File: src/rtl/fsk_pkg.sv
// Shared types and helpers for the FSK bit-level back end.
package fsk_pkg;

  typedef enum logic {
    HUNT    = 1'b0,
    PAYLOAD = 1'b1
  } state_e;

  localparam logic [15:0] SYNC_WORD_DEF = 16'h2DD4;

  function automatic logic [4:0] popcount16(input logic [15:0] v);
    logic [4:0] n;
    n = '0;
    for (int i = 0; i < 16; i++) begin
      n = n + 5'(v[i]);
    end
    return n;
  endfunction

endpackage

File: src/rtl/fsk_slicer_timing.sv
// Hysteresis slicer plus resettable phase counter; emits a registered
// mid-bit strobe together with the sliced bit.
module fsk_slicer_timing #(
  parameter int DW   = 12,
  parameter int SPB  = 16,
  parameter int HYST = 64
) (
  input  logic                 clk,
  input  logic                 rst,
  input  logic signed [DW-1:0] din,
  input  logic                 din_valid,
  output logic                 sbit,
  output logic                 bit_strobe
);

  localparam int PW = $clog2(SPB);
  localparam logic signed [DW:0] HYST_P = (DW+1)'(HYST);
  localparam logic signed [DW:0] HYST_N = -HYST_P;

  logic signed [DW:0] din_x;
  logic               bit_q, bit_d;
  logic [PW-1:0]      phase_q, phase_d;
  logic               strobe_q, strobe_d;

  // One extra bit so that negating the threshold and the most negative
  // sample can never wrap.
  assign din_x = {din[DW-1], din};

  function automatic logic slice(input logic signed [DW:0] x, input logic prev);
    if (x > HYST_P) begin
      return 1'b1;
    end else if (x < HYST_N) begin
      return 1'b0;
    end
    return prev;
  endfunction

  always_comb begin
    bit_d    = bit_q;
    phase_d  = phase_q;
    strobe_d = 1'b0;
    if (din_valid) begin
      bit_d = slice(din_x, bit_q);
      if (bit_d != bit_q) begin
        phase_d = '0;
      end else if (phase_q == PW'(SPB - 1)) begin
        phase_d = '0;
      end else begin
        phase_d = phase_q + 1'b1;
      end
      strobe_d = (phase_d == PW'(SPB / 2));
    end
  end

  always_ff @(posedge clk) begin
    if (rst) begin
      bit_q    <= 1'b0;
      phase_q  <= '0;
      strobe_q <= 1'b0;
    end else begin
      bit_q    <= bit_d;
      phase_q  <= phase_d;
      strobe_q <= strobe_d;
    end
  end

  assign sbit       = bit_q;
  assign bit_strobe = strobe_q;

endmodule

File: src/rtl/fsk_bit_sync.sv
// FSK bit-level back end: sync-word hunt, payload byte assembly, squelch
// abort and a valid/ready byte stream with sticky overflow.
module fsk_bit_sync
  import fsk_pkg::*;
#(
  parameter int          DW           = 12,
  parameter int          SPB          = 16,
  parameter int          HYST         = 64,
  parameter logic [15:0] SYNC_WORD    = SYNC_WORD_DEF,
  parameter int          MAX_ERR      = 0,
  parameter int          FRAME_BYTES  = 4,
  parameter int          SQUELCH_BITS = 4
) (
  input  logic                 clk,
  input  logic                 rst,
  input  logic signed [DW-1:0] din,
  input  logic                 din_valid,
  output logic [7:0]           out_data,
  output logic                 out_valid,
  input  logic                 out_ready,
  output logic                 out_last,
  output logic                 sync_det,
  output logic                 lock,
  output logic                 frame_err,
  output logic                 overflow
);

  localparam int SQ_N = SQUELCH_BITS * SPB;
  localparam int SQW  = $clog2(SQ_N + 1);
  localparam logic signed [DW:0] HYST_P = (DW+1)'(HYST);
  localparam logic signed [DW:0] HYST_N = -HYST_P;

  logic               sbit, bit_strobe;
  logic signed [DW:0] din_x;
  logic               in_band;

  state_e         state_q, state_d;
  logic [15:0]    sync_q, sync_d, sync_shift;
  logic [6:0]     shreg_q, shreg_d;
  logic [7:0]     byte_val;
  logic [2:0]     bit_cnt_q, bit_cnt_d;
  logic [7:0]     byte_cnt_q, byte_cnt_d;
  logic [SQW-1:0] sq_cnt_q, sq_cnt_d;
  logic           sq_hit_q, sq_hit_d;
  logic [7:0]     out_data_q, out_data_d;
  logic           out_valid_q, out_valid_d;
  logic           out_last_q, out_last_d;
  logic           sync_det_q, sync_det_d;
  logic           frame_err_q, frame_err_d;
  logic           overflow_q, overflow_d;

  logic sync_hit, abort, pay_strobe, byte_done, last_byte;

  fsk_slicer_timing #(
    .DW  (DW),
    .SPB (SPB),
    .HYST(HYST)
  ) u_slicer (
    .clk       (clk),
    .rst       (rst),
    .din       (din),
    .din_valid (din_valid),
    .sbit      (sbit),
    .bit_strobe(bit_strobe)
  );

  assign din_x   = {din[DW-1], din};
  assign in_band = (din_x <= HYST_P) && (din_x >= HYST_N);

  // The squelch hit is registered so it lines up with the strobe of the
  // same sample; an abort therefore beats a byte completing on that sample.
  assign sync_shift = {sync_q[14:0], sbit};
  assign sync_hit   = (state_q == HUNT) && bit_strobe &&
                      (popcount16(sync_shift ^ SYNC_WORD) <= 5'(MAX_ERR));
  assign abort      = (state_q == PAYLOAD) && sq_hit_q;
  assign pay_strobe = (state_q == PAYLOAD) && bit_strobe && !abort;
  assign byte_val   = {shreg_q, sbit};
  assign byte_done  = pay_strobe && (bit_cnt_q == 3'd7);
  assign last_byte  = byte_done && (byte_cnt_q == 8'(FRAME_BYTES - 1));

  always_ff @(posedge clk) begin
    if (rst) begin
      state_q <= HUNT;
    end else begin
      state_q <= state_d;
    end
  end

  always_comb begin
    state_d = state_q;
    case (state_q)
      HUNT:    if (sync_hit) state_d = PAYLOAD;
      PAYLOAD: if (abort || last_byte) state_d = HUNT;
      default: state_d = HUNT;
    endcase
  end

  always_comb begin
    sync_d      = sync_q;
    shreg_d     = shreg_q;
    bit_cnt_d   = bit_cnt_q;
    byte_cnt_d  = byte_cnt_q;
    sq_cnt_d    = sq_cnt_q;
    sq_hit_d    = 1'b0;
    out_data_d  = out_data_q;
    out_valid_d = out_valid_q;
    out_last_d  = out_last_q;
    sync_det_d  = 1'b0;
    frame_err_d = 1'b0;
    overflow_d  = overflow_q;

    if ((state_q == HUNT) && bit_strobe) begin
      sync_d = sync_shift;
      if (sync_hit) begin
        sync_det_d = 1'b1;
        bit_cnt_d  = '0;
        byte_cnt_d = '0;
      end
    end

    if (abort) begin
      frame_err_d = 1'b1;
      sync_d      = '0;
      bit_cnt_d   = '0;
      shreg_d     = '0;
    end

    if (pay_strobe) begin
      shreg_d   = byte_val[6:0];
      bit_cnt_d = bit_cnt_q + 3'd1;
    end

    if (out_valid_q && out_ready) begin
      out_valid_d = 1'b0;
    end

    if (byte_done) begin
      byte_cnt_d = byte_cnt_q + 8'd1;
      if (last_byte) begin
        sync_d = '0;
      end
      if (out_valid_q && !out_ready) begin
        overflow_d = 1'b1;
      end else begin
        out_data_d  = byte_val;
        out_last_d  = last_byte;
        out_valid_d = 1'b1;
      end
    end

    if (state_q != PAYLOAD) begin
      sq_cnt_d = '0;
    end else if (din_valid) begin
      if (!in_band) begin
        sq_cnt_d = '0;
      end else if (sq_cnt_q < SQW'(SQ_N)) begin
        sq_cnt_d = sq_cnt_q + 1'b1;
        sq_hit_d = (sq_cnt_q == SQW'(SQ_N - 1));
      end
    end
  end

  always_ff @(posedge clk) begin
    if (rst) begin
      sync_q      <= '0;
      shreg_q     <= '0;
      bit_cnt_q   <= '0;
      byte_cnt_q  <= '0;
      sq_cnt_q    <= '0;
      sq_hit_q    <= 1'b0;
      out_data_q  <= '0;
      out_valid_q <= 1'b0;
      out_last_q  <= 1'b0;
      sync_det_q  <= 1'b0;
      frame_err_q <= 1'b0;
      overflow_q  <= 1'b0;
    end else begin
      sync_q      <= sync_d;
      shreg_q     <= shreg_d;
      bit_cnt_q   <= bit_cnt_d;
      byte_cnt_q  <= byte_cnt_d;
      sq_cnt_q    <= sq_cnt_d;
      sq_hit_q    <= sq_hit_d;
      out_data_q  <= out_data_d;
      out_valid_q <= out_valid_d;
      out_last_q  <= out_last_d;
      sync_det_q  <= sync_det_d;
      frame_err_q <= frame_err_d;
      overflow_q  <= overflow_d;
    end
  end

  assign out_data  = out_data_q;
  assign out_valid = out_valid_q;
  assign out_last  = out_last_q;
  assign sync_det  = sync_det_q;
  assign frame_err = frame_err_q;
  assign overflow  = overflow_q;
  assign lock      = (state_q == PAYLOAD);

endmodule

File: config.mk
export PLATFORM = sky130hd
export DESIGN_NAME = fsk_bit_sync
export DESIGN_NICKNAME = d
export VERILOG_FILES = /design/src/rtl/fsk_pkg.sv /design/src/rtl/fsk_slicer_timing.sv /design/src/rtl/fsk_bit_sync.sv
export SDC_FILE = /design/constraint.sdc
export NUM_CORES = 1
export LEC_CHECK = 0
export CAP_MARGIN = 0
export CORE_UTILIZATION = 55
export CTS_CLUSTER_DIAMETER = 60
export DETAILED_ROUTE_END_ITERATION = 10
export GPL_TIMING_DRIVEN = 0
export PLACE_DENSITY = 0.77
export SLEW_MARGIN = 5
export SYNTH_ARGS = -nofsm -noshare
export SYNTH_HDL_FRONTEND = slang
export SYNTH_SLANG_ARGS = --single-unit
File: constraint.sdc
create_clock -name clk -period 10.92 [get_ports clk]
set_input_delay 2.184 -clock clk [delete_from_list [all_inputs] [get_ports clk]]
set_output_delay 2.184 -clock clk [all_outputs]
set_load 0.02 [all_outputs]
==> implementation parameters <==
Parameter                              Value

Global routing
  Grt ovf ... 0
  Vias in the first global route ... 2,314
  Global routing usage summed across all routing layers ... 23.1%
  Largest net degree at the start of global routing ... 11
  Number of antenna violations at the first check in global routing ... 0
  Global-route wire length before repair ... 9870 um

Floorplanning
  Die boundary height ... 75.6 um
  Boundary Pins ... 30
  Starting density of the core ... 57.7%
  Width of the die ... 75.6 um
  Core Footprint ... 0.00517 sq mm
  Site row count ... 26
  Full die area ... 0.00572 sq mm

Final layout
  Most common cell after layout, fill and taps aside ... sky130_fd_sc_hd__dfxtp_1
  Commonest non-fill, non-tap cells in the layout ... sky130_fd_sc_hd__dfxtp_1, sky130_fd_sc_hd__nand2_1, sky130_fd_sc_hd__nor2_1
  Final instance area ... 0.00358 sq mm
  Final-layout fill cell count ... 414
  Area growth from synthesis to final layout ... 19.9%
  Net count reported at finish ... 413
  Post-Route Utilization ... 69.1%
  Share of cells above drive strength 1 ... 6.54%
  Inserted Diodes ... 0

Hold path
  Worst Hold End ... sync_q[14]$_SDFF_PP0_
  Worst Hold Launch ... sync_q[14]$_SDFF_PP0_
  Worst min-delay path class ... flop to flop
  Depth of the worst hold-timing path ... 2

Clock network
  Hold buffers post-CTS ... 0
  Clk slew on worst S/H paths ... 70 ps
  CTS root buffer ... sky130_fd_sc_hd__clkbuf_8
  Clk sink count ... 61
  Clock network latency to the later pin of the worst-skew pair ... 340 ps
  CTS tree ... built
  Maximum clock insertion buffer count ... 2
  Number of buffers created by CTS ... 9
  Clock H-tree levels ... 3
  Number of buffers inserted by post-CTS setup repair ... 0
  Number of instances resized during post-cts repair ... 0

Route
  Metal2 WL ... 2810 um
  Amount of wire on met3 after detailed routing ... 279 um
  Routed wire length ... 5880 um
  Drt first-iter violations ... 127
  Count of TritonRoute iterations in the first routing pass ... 4
  Routed len/inst ... 13.0 um
  Post-route DRC ... 0
  Sum of routed wire segments on met1 ... 2690 um
  Antenna violation net count after detailed routing ... 0
  Highest metal used ... met4
  Detail-routed via count per cell ... 5.55
  Total via count after detailed routing ... 2,508

STA
  Clock skew after layout ... 8.90 ps
  Final count of pins violating max slew ... 0
  Slew Limit Headroom ... 50.0%
  Peak Freq ... 220 MHz
  Final Hold Fails ... 0
  Fraction of the cycle the final worst path needs ... 41.6%
  Tightest Pin Transition ... 746 ps
  Number of setup violations in the final report ... 0
  Final sum of negative setup slack ... 0 ps
  Setup ws final ... 6370 ps
  Final critical-path required period ... 4550 ps
  Setup repair after global routing missed its margin ... no

Synthesis
  Synthesized instance count ... 338
  Post-synthesis average cell area ... 8.83 sq um
  Total number of yosys warnings ... 0
  Fraction of registers with async set or reset after synthesis ... 0%
  Count of cell types in the netlist ... 49
  Post-synthesis sequential element count ... 61
  Post-synthesis net count ... 374
  EDFF count, synth ... 0
  Synthesized cell area ... 0.00298 sq mm
  Main synth FF type ... sky130_fd_sc_hd__dfxtp_1
  Sequential area share after synthesis ... 40.9%

Worst setup path
  FF-to-FF Start ... u_slicer.sbit$_SDFFE_PP0P_
  Required time at the worst-slack endpoint ... 11,170 ps
  CP arrival ... 4790 ps
  Worst R2R End ... byte_cnt_q[4]$_SDFFE_PP0P_
  Type of the setup path with the least slack ... flop to flop
  Reg2reg path depth ... 12
  Worst setup SP type ... flop
  Worst Path Max Fanout ... 9
  Critical path capture point type ... flop
  Internal reg-to-reg setup slack ... 6370 ps

Run status
  Result of the run ... finished, final reports clean

Pwr
  Pleak ... 1.31 nW
  Total power of the final layout ... 0.469 mW
  Peak ir drop on the vdd network ... 0.000106 V
  Areal power density over the cells ... 131 mW/mm^2

Placed design
  HPWL Detailed ... 4110 um
  Worst slack at placement ... 6430 ps
  # port buffers ... 28
  Final weighted congestion in routability-driven placement ... 0.779
  Standard cell area after detailed placement ... 0.00335 sq mm

Run
  Number of maximum-capacitance violations ... 0
[power by group]
part	total, mW	internal [mW]	switching (mW)	leakage, nW
clock	0.227	0.140	0.0864	0.116
sequential	0.224	0.223	0.00105	0.491
combinational	0.0185	0.00867	0.00987	0.706
total	0.469	0.372	0.0973	1.31
[per-stage QoR]
stage                     instances  hold WS [ps]
after floorplan                 338           436
after global placement          436           449
after detailed placement        436           450
after CTS                       452           460
after global routing            452           492
final                           452           459
[final cells by class]
cell class	count	area, sq um	share of cell area [%]
multi-input cells	238	1620	45.2
flip-flops and latches	61	1220	34.1
well taps	70	87.6	2.45
repair buffers	28	280	7.84
plain buffers	14	52.6	1.47
clock inverters	4	70.1	1.96
clock buffers	12	155	4.34
inverters	25	93.8	2.62
[critical path, cell delays in order (launching register included)]
cell                       delay, ps
sky130_fd_sc_hd__dfxtp_1         570
sky130_fd_sc_hd__fa_1            480
sky130_fd_sc_hd__fa_1            490
sky130_fd_sc_hd__inv_1            50
sky130_fd_sc_hd__fa_1            450
sky130_fd_sc_hd__fa_1            500
sky130_fd_sc_hd__inv_1            40
sky130_fd_sc_hd__ha_1            190
sky130_fd_sc_hd__fa_1            390
sky130_fd_sc_hd__and3_1          180
sky130_fd_sc_hd__o211ai_1        620
sky130_fd_sc_hd__nand2_1         210
sky130_fd_sc_hd__a311oi_1        280
[cell families after synthesis]
group,count (synthesis),synth area share (%)
adders and majority gates,20,10.9
xor gates and xnor gates,3,0.881
AOI/OAI and AO/OA,72,16.0
buffers and inverters,39,4.91
and+or+nand+nor,135,23.7
DFF,61,40.9
muxes,8,2.68
[worst max-delay path by stage]
| stage | startpoint | end | slack (ps) | cells after the start |
|---|---|---|---|---|
| floorplan | sync_q[1]$_SDFF_PP0_ | byte_cnt_q[3]$_SDFFE_PP0P_ | 6900 | 13 |
| global placement | u_slicer.sbit$_SDFFE_PP0P_ | byte_cnt_q[4]$_SDFFE_PP0P_ | 6460 | 12 |
| detailed placement | u_slicer.sbit$_SDFFE_PP0P_ | byte_cnt_q[3]$_SDFFE_PP0P_ | 6430 | 12 |
| CTS | u_slicer.sbit$_SDFFE_PP0P_ | byte_cnt_q[4]$_SDFFE_PP0P_ | 6390 | 12 |
| global route | u_slicer.sbit$_SDFFE_PP0P_ | byte_cnt_q[4]$_SDFFE_PP0P_ | 6110 | 12 |
| finish | u_slicer.sbit$_SDFFE_PP0P_ | byte_cnt_q[4]$_SDFFE_PP0P_ | 6370 | 12 |
[synthesized netlist by cell type, types with 2 or more instances]
library cell | instances | share of area [%]
sky130_fd_sc_hd__nand2_1 | 42 | 5.3
sky130_fd_sc_hd__clkbuf_1 | 13 | 1.6
sky130_fd_sc_hd__nand3_1 | 12 | 2.0
sky130_fd_sc_hd__a31oi_1 | 5 | 1.0
sky130_fd_sc_hd__a32o_1 | 2 | 0.67
sky130_fd_sc_hd__nor3_1 | 3 | 0.50
sky130_fd_sc_hd__a311oi_1 | 4 | 1.2
sky130_fd_sc_hd__a22oi_1 | 7 | 1.8
sky130_fd_sc_hd__mux2i_1 | 8 | 2.7
sky130_fd_sc_hd__nor2b_1 | 3 | 0.63
sky130_fd_sc_hd__a21oi_1 | 33 | 5.5
sky130_fd_sc_hd__inv_1 | 25 | 3.1
sky130_fd_sc_hd__xor2_1 | 2 | 0.59
sky130_fd_sc_hd__nand2b_1 | 9 | 1.9
sky130_fd_sc_hd__and2_1 | 2 | 0.42
sky130_fd_sc_hd__nor2_1 | 37 | 4.7
sky130_fd_sc_hd__or4b_1 | 2 | 0.67
sky130_fd_sc_hd__o21ai_1 | 2 | 0.34
sky130_fd_sc_hd__o21ai_0 | 5 | 0.84
sky130_fd_sc_hd__and3_1 | 2 | 0.42
sky130_fd_sc_hd__a32oi_1 | 2 | 0.59
sky130_fd_sc_hd__nand3b_1 | 4 | 1.0
sky130_fd_sc_hd__fa_1 | 10 | 6.7
sky130_fd_sc_hd__or4b_2 | 2 | 0.67
sky130_fd_sc_hd__nand4b_1 | 4 | 1.2
sky130_fd_sc_hd__a21o_1 | 5 | 1.3
sky130_fd_sc_hd__nor4_1 | 2 | 0.42
sky130_fd_sc_hd__dfxtp_1 | 61 | 41
sky130_fd_sc_hd__ha_1 | 10 | 4.2
[metal layers]
| layer | vias to the layer above | track usage, % |
|---|---|---|
| li1 | 1256 | - |
| met1 | 1186 | 26.7 |
| met2 | 53 | 39.4 |
| met3 | 13 | 8.73 |
| met4 | 0 | 8.02 |
| met5 | - | 0 |
[sequential cells by signal, indices dropped and copies added, names as in the netlist, 3 cells and up]
| signal | count |
|---|---|
| sync_q | 15 |
| byte_cnt_q | 8 |
| out_data | 8 |
| shreg_q | 7 |
| sq_cnt_q | 7 |
| u_slicer.phase_q | 4 |
| bit_cnt_q | 3 |
Power figures use the tool's default switching activity.
